--- config.mk ---
export PLATFORM = sky130hd
export DESIGN_NAME = alu_issue_queue
export DESIGN_NICKNAME = d
export VERILOG_FILES = /design/src/rtl/alu_issue_queue.sv
export SDC_FILE = /design/constraint.sdc
export NUM_CORES = 1
export LEC_CHECK = 0
export ABC_CLOCK_PERIOD_IN_PS = 6700
export BUFFER_PORTS_ARGS = -buffer_cell sky130_fd_sc_hd__buf_2
export CORE_ASPECT_RATIO = 0.6
export CORE_MARGIN = 3
export CORE_UTILIZATION = 64
export DETAILED_ROUTE_END_ITERATION = 8
export PLACE_DENSITY = 0.9
export SYNTH_ARGS = -nofsm -noshare
export SYNTH_HDL_FRONTEND = slang
export SYNTH_SLANG_ARGS = --single-unit
--- constraint.sdc ---
create_clock -name clk_1 -period 6.7 [get_ports clk_1]
set_clock_uncertainty 0.05 [all_clocks]
set_input_delay 0 -clock clk_1 [delete_from_list [all_inputs] [get_ports clk_1]]
set_output_delay 0 -clock clk_1 [all_outputs]
set_load 0.1 [all_outputs]
--- src/rtl/alu_issue_queue.sv ---
// Issue stage for the ALU pipeline: FIFO of packed instruction words, one issue per clock,
// with a shift-register scoreboard that holds back RAW-dependent words for HAZARD_WINDOW edges.
module alu_issue_queue #(
    parameter int DEPTH         = 8,
    parameter int HAZARD_WINDOW = 3
) (
    input  logic                     clk_1,
    input  logic                     rst_n,
    input  logic                     in_valid,
    output logic                     in_ready,
    input  logic [23:0]              in_instr,
    input  logic                     flush,
    input  logic                     issue_en,
    output logic [3:0]               s1,
    output logic [3:0]               s2,
    output logic [3:0]               r_addr,
    output logic [3:0]               opr,
    output logic [7:0]               addr,
    output logic                     issue_valid,
    output logic                     stall,
    output logic [$clog2(DEPTH):0]   count
);

    localparam int AW   = $clog2(DEPTH);
    localparam int CW   = AW + 1;
    localparam int SB_N = (HAZARD_WINDOW > 1) ? HAZARD_WINDOW - 1 : 1;

    typedef struct packed {
        logic [3:0] opr;
        logic [3:0] s1;
        logic [3:0] s2;
        logic [3:0] r_addr;
        logic [7:0] addr;
    } instr_t;

    typedef struct packed {
        logic       valid;
        logic [3:0] rd;
    } sb_entry_t;

    instr_t    mem [DEPTH];
    logic [AW-1:0] wr_ptr;
    logic [AW-1:0] rd_ptr;
    sb_entry_t sb [SB_N];

    instr_t head;
    logic   head_present;
    logic   hazard;
    logic   push;
    logic   pop;

    assign head         = mem[rd_ptr];
    assign head_present = (count != '0);
    assign in_ready     = (count < CW'(DEPTH));
    assign push         = in_valid && in_ready && !flush;
    assign pop          = issue_en && head_present && !hazard && !flush;
    assign stall        = issue_en && head_present && hazard;

    // A head that writes its own source is not blocked by itself: only older producers count.
    always_comb begin
        hazard = 1'b0;
        for (int i = 0; i < SB_N; i++) begin
            if (HAZARD_WINDOW > 1 && sb[i].valid &&
                (sb[i].rd == head.s1 || sb[i].rd == head.s2)) begin
                hazard = 1'b1;
            end
        end
    end

    // NOTE: the storage array has no reset; validity is tracked by count and the pointers,
    // so clearing it would only cost reset fan-out.
    always_ff @(posedge clk_1) begin
        if (push) begin
            mem[wr_ptr] <= in_instr;
        end
    end

    // NOTE: every sequential update uses non-blocking assignment so all state samples
    // pre-edge values, e.g. the scoreboard shift reads the old neighbour entry.
    always_ff @(posedge clk_1 or negedge rst_n) begin
        if (!rst_n) begin
            wr_ptr <= '0;
            rd_ptr <= '0;
            count  <= '0;
            for (int i = 0; i < SB_N; i++) begin
                sb[i] <= '0;
            end
        end else if (flush) begin
            wr_ptr <= '0;
            rd_ptr <= '0;
            count  <= '0;
            for (int i = 0; i < SB_N; i++) begin
                sb[i] <= '0;
            end
        end else begin
            if (push) begin
                wr_ptr <= wr_ptr + AW'(1);
            end
            if (pop) begin
                rd_ptr <= rd_ptr + AW'(1);
            end
            count <= count + CW'(push) - CW'(pop);
            // Scoreboard ages every edge; only an actual issue inserts a live producer.
            sb[0] <= '{valid: pop, rd: head.r_addr};
            for (int i = 1; i < SB_N; i++) begin
                sb[i] <= sb[i-1];
            end
        end
    end

    always_ff @(posedge clk_1 or negedge rst_n) begin
        if (!rst_n) begin
            s1          <= '0;
            s2          <= '0;
            r_addr      <= '0;
            opr         <= '0;
            addr        <= '0;
            issue_valid <= 1'b0;
        end else begin
            issue_valid <= pop;
            if (pop) begin
                s1     <= head.s1;
                s2     <= head.s2;
                r_addr <= head.r_addr;
                opr    <= head.opr;
                addr   <= head.addr;
            end
        end
    end

endmodule

# After elaboration in Yosys (flattened, before gate mapping)
# Memory sizes are Yosys's and may differ from the RTL's.
# Index checks and enable logic that the tools add are counted.
# op_classes
add_sub_neg	4
order_cmp	1
n_eq_ne	4
mux	10
reduce_logical	15
# op_table
op	n
$eq 4x4->1	4
$mux 3	4
$mux 10	1
$logic_and 1x1->1	8
$add 3x1->3 const B	2
$add 4x1->4	1
$lt 4x4->1 const B	1
$mux 1	4
$mux 4	1
$reduce_bool 2->1	2
$reduce_bool 4->1	1
$sub 4x1->4	1
$logic_not 1->1	2
$logic_or 1x1->1	2
# word_totals
ff_bits	45
ramBits	192
in_bits	29
out_inout_bits	31
elab_cells	48
memories	1
# mem_list
name	depth	word_bits	rd	rd_clocked_by_memory_dff	write_ports	line_no	rtl
mem	8	24	1	0	1	41	instr_t mem [DEPTH];

# Longest topological paths before layout
# Gate-level depths: netlist of the first run.
# An unclocked memory read counts as a cell.
# logic_depth
ltp_word	11
mapped_depth	18
ltp_nobuf	15

# Worst setup path after synthesis of the first run
# No wires, ideal clock.
# synth_timing
kind	reg2reg
start	register count[3]
end	memory mem[0][0] (netlist bit), enable pin
setup_ns	0.435
arrival_ns	3.867
required_ns	6.215
path_slack_ns	2.348
path_stages_with_launch	7
n_path_buf	0
synth_period_minus_slack_ns	4.352
cell_sequence	dfrtp_1 -> inv_1 -> nand2_1 -> nor2_1 -> inv_1 -> or2_2 -> nor3_1
# synth_between
elab_chain_len	5
# synth_lines
item	line_no	rtl
start, declared	21	output logic [$clog2(DEPTH):0] count
start signal, assigned	102	count <= count + CW'(push) - CW'(pop);
$lt 4x4->1	54	assign in_ready = (count < CW'(DEPTH));
net in_ready	10	output logic in_ready,
$logic_and 1x1->1 (2 in series)	55	assign push = in_valid && in_ready && !flush;
$mux 1	73	if (push) begin
$mux 1 (implied by the code)	74	mem[wr_ptr] <= in_instr;
end, declared	41	
# The timed path passes the listed nets, and every way through them passes these cells.

# Worst setup path after layout of the first run
# layout_timing
start	register rd_ptr[0]
end	register count[3]
# layout_between
elab_chain_len	11
word_cells_on_any_way	16
cone_classes	1 x add/sub; 4 x eq/ne; 3 x mux; 7 x reduce/logical; 1 x memory
# layout_lines
item	line_no	rtl
start, declared	43	logic [AW-1:0] rd_ptr;
start signal, assigned	100	rd_ptr <= rd_ptr + AW'(1);
$mem_v2 8x24 (*)	n/a	
$eq 4x4->1	64	(sb[i].rd == head.s1 || sb[i].rd == head.s2)) begin
$logic_or 1x1->1	64	
$logic_and 1x1->1	63	if (HAZARD_WINDOW > 1 && sb[i].valid &&
$mux 1	63	
$mux 1 (*)	63	
$logic_not 1->1 (*)	56	assign pop = issue_en && head_present && !hazard && !flush;
$logic_and 1x1->1 (*) (2 in series)	56	
net pop	50	logic pop;
$sub 4x1->4 (*)	102	
$mux 4 (*)	88	end else if (flush) begin
# Mark *: on every way through the listed nets, which the timed path passes. The rest lies on a longest branch.
# A chain may end at the register's enable or synchronous reset.

==> results of run 1 <==
## stage by stage
| step | std cells | setup WS (ns) |
|---|---|---|
| after floorplan | 489 | 2.35 |
| after global placement | 726 | 2.24 |
| after detailed placement | 726 | 2.05 |
| after CTS | 792 | 1.91 |
| after global routing | 793 | 1.66 |
| final | 793 | 1.92 |
## layout by cell type, fill, tap and decap left out, drive strengths merged, types with 11 or more instances in the layout
master       count
edfxtp         192
buf             64
mux2            49
dfrtp           44
mux4            38
dlygate4sd3     28
nor2            28
clkbuf          24
o22ai           12
nand2           11
## area by class of cell
type                            instances  area [um2]
Sequential cell                       236        6870
Fill cell                             726        3040
Multi-Input combinational cell        225        2420
Timing Repair Buffer                   92         613
Clock buffer                           24         547
Tap cell                              192         240
Clock inverter                         14         228
Inverter                                9        33.8
Antenna cell                            1        2.50
## state kept, by name, indices dropped and copies added (netlist names)
name / cells
mem: 192
sb: 9
addr: 8
count: 4
opr: 4
r_addr: 4
s1: 4
s2: 4
rd_ptr: 3
wr_ptr: 3
issue_valid: 1
## synthesized netlist by cell type, types with 4 or more instances
| library cell | number | area (um2) |
|---|---|---|
| a21oi_1 | 10 | 50.1 |
| a31oi_1 | 7 | 43.8 |
| buf_1 | 4 | 15.0 |
| buf_2 | 4 | 20.0 |
| buf_6 | 4 | 45.0 |
| clkbuf_1 | 6 | 22.5 |
| dfrtp_1 | 44 | 1100 |
| edfxtp_1 | 192 | 5770 |
| ha_1 | 7 | 87.6 |
| inv_1 | 9 | 33.8 |
| mux2_2 | 38 | 428 |
| mux2_4 | 9 | 135 |
| mux2i_1 | 6 | 60.1 |
| mux4_2 | 38 | 856 |
| nand2_1 | 10 | 37.5 |
| nand2b_1 | 5 | 31.3 |
| nor2_1 | 28 | 105 |
| nor2b_1 | 6 | 37.5 |
| nor3_1 | 4 | 20.0 |
| o21ai_0 | 7 | 35.0 |
| o22ai_1 | 10 | 62.6 |
| or3_1 | 7 | 43.8 |
| xnor2_1 | 6 | 52.6 |
| xor2_1 | 6 | 52.6 |
## cells by family (layout without fill, tap and decap cells)
logic type | Yosys count | after routing
other cells | 0 | 1
mux | 95 | 95
compound gates | 44 | 44
flops | 236 | 236
fa+ha+maj | 8 | 8
buf+inv | 28 | 139
xor+xnor | 12 | 12
simple gates | 66 | 66
## power by group
part           leakage (nW)  internal (mW)  switching, mW
logic                  1.21          0.521           1.04
registers              2.28           1.72          0.180
clock network         0.377          0.821          0.521
## what timing repair did
| item | in CTS | in global routing |
|---|---|---|
| endpoints found under the setup margin | 0 | 0 |
| endpoints found under the hold margin | 254 | 0 |
| hold buffers | 28 | 0 |
## path summary, 6_finish.rpt
check | start | endpoint | slack (ns)
min in group asynchronous | rst_n | s1[1] | 0.09
hold / removal | issue_en | rd_ptr[1] | 0.02
setup reg to reg | rd_ptr[0] | count[3] | 1.92
hold reg to reg | s2[0] | s2[0] | 0.47
setup / recovery | rd_ptr[0] | count[3] | 1.92
max in group asynchronous | rst_n | rd_ptr[0] | 6.05
## critical path: cells and delay by family, from the launching register on
family	cells	cell delay, ns
AO/OA/AOI/OAI	5	1.07
XOR/XNOR	2	0.28
adder cells (fa/ha/maj)	2	0.44
buffers and inverters	2	0.26
flip-flops	1	1.11
multiplexers	2	0.96
AND/OR/NAND/NOR	2	0.40
## routing by layer
metal	vias up	share of wire [%]	global-route usage, %	wire [um]
met3	48	7.2	4.37	1370
met2	229	49	39.7	9310
met4	0	2.3	6.09	431
met1	2488	42	34.8	7950
li1	2119	-	-	-
met5	-	0	0	0
==> impl_metrics.env, run 1 <==
export IMPL_rr_worst_depth=15
export IMPL_power_mw=4.81
export IMPL_die_area_um2=16200
export IMPL_numPortBuffers=59
export IMPL_layout_drive_gt1_share_pct=33.7
export IMPL_synthSimpleGateAreaFrac_pct=3.38
export IMPL_synth_top_family_by_area="multiplexers"
export IMPL_synthMuxAreaShare_pct=16.4
export IMPL_synth_nets=526
export IMPL_vias_per_cell=6.16
export IMPL_tightest_slew_ns=1.06
export IMPL_crit_slowest_cell="dfrtp_4"
export IMPL_pin_count=60
export IMPL_hold_class="input port to register"
export IMPL_cp_slowest_stage_delay_ns=1.11
export IMPL_area_growth_synth_to_final_pct=16.8
export IMPL_drc=0
export IMPL_setup_tns_final_ns=0
export IMPL_vias=4884
export IMPL_syn_area_per_cell_um2=19.2
export IMPL_worst_setup_path_start_kind="register"
export IMPL_cts_max_level=1
export IMPL_finalCriticalPeriod_ns=4.78
export IMPL_ys_warnings_count=0
export IMPL_num_rows=33
export IMPL_worst_setup_path_type="register to register"
export IMPL_end_kind="register"
export IMPL_grt_pass1_vias=5142
export IMPL_ir_drop_mv=0.286
export IMPL_synth_fa_ha_area_share_pct=1.15
export IMPL_syn_instance_count=489
export IMPL_grt_pass1_wl_mm=29.3
export IMPL_chipHeight_um=99.8
export IMPL_final_nets=622
export IMPL_wl_per_cell_um=24.0
export IMPL_die_x_um=162
export IMPL_synth_compound_area_share_pct=3.22
export IMPL_postRouteAntennaNets=0
export IMPL_relSlewSlack_pct=29.4
export IMPL_crit_chain="mux4_2, mux2i_2, xor2_1, o2111ai_1, o22ai_2, a22oi_4, nand2_4, inv_1, ha_1, inv_1, ha_1, a21o_1, a21oi_1, xnor2_1, nor2_1"
export IMPL_cts_buffers=21
export IMPL_synth_main_ff_cell="edfxtp_1"
export IMPL_arrival_ns=5.10
export IMPL_worstPathMaxFanout=60
export IMPL_async_reset_ff_share_pct=18.6
export IMPL_min_path_cells=5
export IMPL_post_cts_resized=0
export IMPL_dp_hpwl_mm=10.9
export IMPL_cts_tree="yes"
export IMPL_cts_sinks=236
export IMPL_clockBufferDepth=3
export IMPL_grt_setup_unrepaired="false"
export IMPL_p_leak_nw=3.86
export IMPL_track_usage_pct=24.2
export IMPL_synth_edf_count=192
export IMPL_synth_distinct_cells=40
export IMPL_ys_seq_area_share_pct=73.2
export IMPL_drtPass1Iterations=5
export IMPL_wl_mm=19.1
export IMPL_clk_pin_slew_worst_paths_ns=0.07
export IMPL_initial_utilization_pct=67.0
export IMPL_clk_latency_ns=0.51
export IMPL_antenna_found_initial=1
export IMPL_gp_congestion=0.814
export IMPL_place_area_um2=9900
export IMPL_synth_area_um2=9380
export IMPL_grt_max_degree=61
export IMPL_post_cts_setup_buffers=0
export IMPL_fin_crit_sh_pct=71.3
export IMPL_ys_ff_latch=236
export IMPL_status="completed"
export IMPL_maxCapViolations=0
export IMPL_synth_xor_xnor_area_share_pct=1.12
export IMPL_cts_root_buffer="clkbuf_16"
export IMPL_final_area_um2=11000
export IMPL_drtIter0Drc=414
export IMPL_power_density_nw_per_um2=439
export IMPL_grt_ovfl_total=0
export IMPL_coreArea_um2=14000
export IMPL_holdWs_ns=0.0196
export IMPL_hold_violations=0
export IMPL_required_ns=7.03
export IMPL_report_final_slew_viol_count=0
export IMPL_fmax_mhz=209
export IMPL_setup_viol=0
export IMPL_fin_util_pct=78.3
Note: power is estimated with default switching activity, not from simulation.
==> run 2: changes to the inputs <==
- ABC_CLOCK_PERIOD_IN_PS: 6700 -> 4800
- CORE_UTILIZATION: 64 -> 60
- PLACE_DENSITY: 0.9 -> 0.86
- clock period: 6.7 -> 4.8 ns (I/O delays scaled with it)
==> impl_metrics.env, run 2 (synthesized netlist as in run 1, its figures left out) <==
export IMPL_grt_max_degree=45
export IMPL_setup_viol=0
export IMPL_worst_setup_path_start_kind="register"
export IMPL_num_rows=34
export IMPL_p_leak_nw=3.81
export IMPL_post_cts_setup_buffers=0
export IMPL_crit_slowest_cell="dfrtp_4"
export IMPL_pin_count=60
export IMPL_cp_slowest_stage_delay_ns=0.81
export IMPL_area_growth_synth_to_final_pct=15.7
export IMPL_drtPass1Iterations=6
export IMPL_maxCapViolations=0
export IMPL_setup_tns_final_ns=0
export IMPL_final_common_cell="edfxtp_1"
export IMPL_antennaDiodeCount=0
export IMPL_grt_setup_unrepaired="false"
export IMPL_final_nets=627
export IMPL_chipHeight_um=103
export IMPL_die_x_um=167
export IMPL_final_cell_mix="192 x edfxtp_1, 59 x buf_2, 43 x dfrtp_1"
export IMPL_arrival_ns=4.31
export IMPL_rr_worst_depth=15
export IMPL_grt_pass1_vias=5099
export IMPL_regMostFlops="mem"
export IMPL_report_final_slew_viol_count=0
export IMPL_wl_mm=18.7
export IMPL_hold_class="input port to async pin"
export IMPL_required_ns=5.11
export IMPL_cts_sinks=236
export IMPL_grt_pass1_wl_mm=29.4
export IMPL_drc=0
export IMPL_postRouteAntennaNets=0
export IMPL_worstPathMaxFanout=39
export IMPL_grt_ovfl_total=0
export IMPL_antenna_found_initial=0
export IMPL_relSlewSlack_pct=34.0
export IMPL_fin_util_pct=72.9
export IMPL_status="completed"
export IMPL_worst_setup_path_type="register to register"
export IMPL_fin_cells=803
export IMPL_fin_crit_sh_pct=83.2
export IMPL_final_area_um2=10900
export IMPL_vias_per_cell=6.12
export IMPL_hold_violations=0
export IMPL_holdWs_ns=0.0986
export IMPL_clockBufferDepth=3
export IMPL_ir_drop_mv=0.568
export IMPL_power_density_nw_per_um2=587
export IMPL_drtIter0Drc=439
export IMPL_initial_utilization_pct=63.0
export IMPL_finalCriticalPeriod_ns=3.99
export IMPL_clk_latency_ns=0.50
export IMPL_crit_chain="mux2_1, o22ai_1, nor3_1, o2111ai_1, o22ai_2, a22oi_4, nand2_4, inv_1, ha_1, inv_1, ha_1, a21o_1, a21oi_1, xnor2_1, nor2_1"
export IMPL_gp_congestion=0.814
export IMPL_place_area_um2=9940
export IMPL_dp_cells=736
export IMPL_cts_buffers=21
export IMPL_clk_pin_slew_worst_paths_ns=0.07
export IMPL_post_cts_resized=0
export IMPL_vias=4918
export IMPL_largest_reg_flops=192
export IMPL_tightest_slew_ns=0.987
export IMPL_coreArea_um2=14900
export IMPL_layout_drive_gt1_share_pct=33.1
export IMPL_cts_root_buffer="clkbuf_16"
export IMPL_wl_per_cell_um=23.3
export IMPL_numPortBuffers=59
export IMPL_cts_max_level=1
export IMPL_fmax_mhz=250
export IMPL_track_usage_pct=22.7
export IMPL_dp_hpwl_mm=10.6
export IMPL_cts_tree="yes"
export IMPL_end_kind="register"
export IMPL_die_area_um2=17200
export IMPL_top_regs="mem: 192 flops, sb: 9 flops, addr: 8 flops"
==> run 2: repair_timing <==
item / in CTS / in global routing
endpoints found under the hold margin: 254 / 0
endpoints found under the setup margin: 0 / 0
hold buffers: 29 / 0
==> run 2: cell type report <==
class                      instances  area (um2)
sequential                       236        6870
clock buffer                      30         581
inverter                           9        33.8
tap                              198         248
clock inverter                     8        43.8
multi-input combinational        225        2420
fill                             868        4040
timing repair buffer              97         653
==> run 2: stage by stage <==
step                      setup slack, ns  total power [mW]
after detailed placement            0.789              4.84
after CTS                           0.768              6.41
after floorplan                     0.448              4.45
after global routing                0.509              6.64
after global placement              0.983              4.78
final                               0.806              6.37
==> run 2: power by group <==
group | internal (mW) | total [mW] | switching [mW]
clock network | 0.847 | 1.54 | 0.697
logic | 0.731 | 2.23 | 1.50
registers | 2.41 | 2.59 | 0.180
==> run 2: path summary, 6_finish.rpt <==
path                              from  slack, ns        end
setup / recovery             rd_ptr[0]       0.81   count[3]
max in group asynchronous        rst_n       4.12  rd_ptr[0]
min in group clk_1         in_instr[5]       0.25  mem[4][5]
hold / removal                   rst_n        0.1    addr[0]
setup reg to reg             rd_ptr[0]       0.81   count[3]
hold reg to reg                addr[7]       0.46    addr[7]
==> run 2: worst max-delay path, delay by kind of cell, from the launching register on <==
kind | cells | cell delay [ns]
buffers and inverters | 2 | 0.18
AOI/OAI and AO/OA | 6 | 1.56
adders and majority gates | 2 | 0.42
and+or+nand+nor | 3 | 0.24
DFF | 1 | 0.81
muxes | 1 | 0.41
xor gates and xnor gates | 1 | 0.15
==> run 2: routing by layer <==
metal / up-vias / share of wire, % / GRT usage [%]
met5: - / 0 / 0
met4: 0 / 1.8 / 6.22
met3: 33 / 6.6 / 4.10
met2: 202 / 48 / 37.6
met1: 2547 / 43 / 32.1
li1: 2136 / - / -
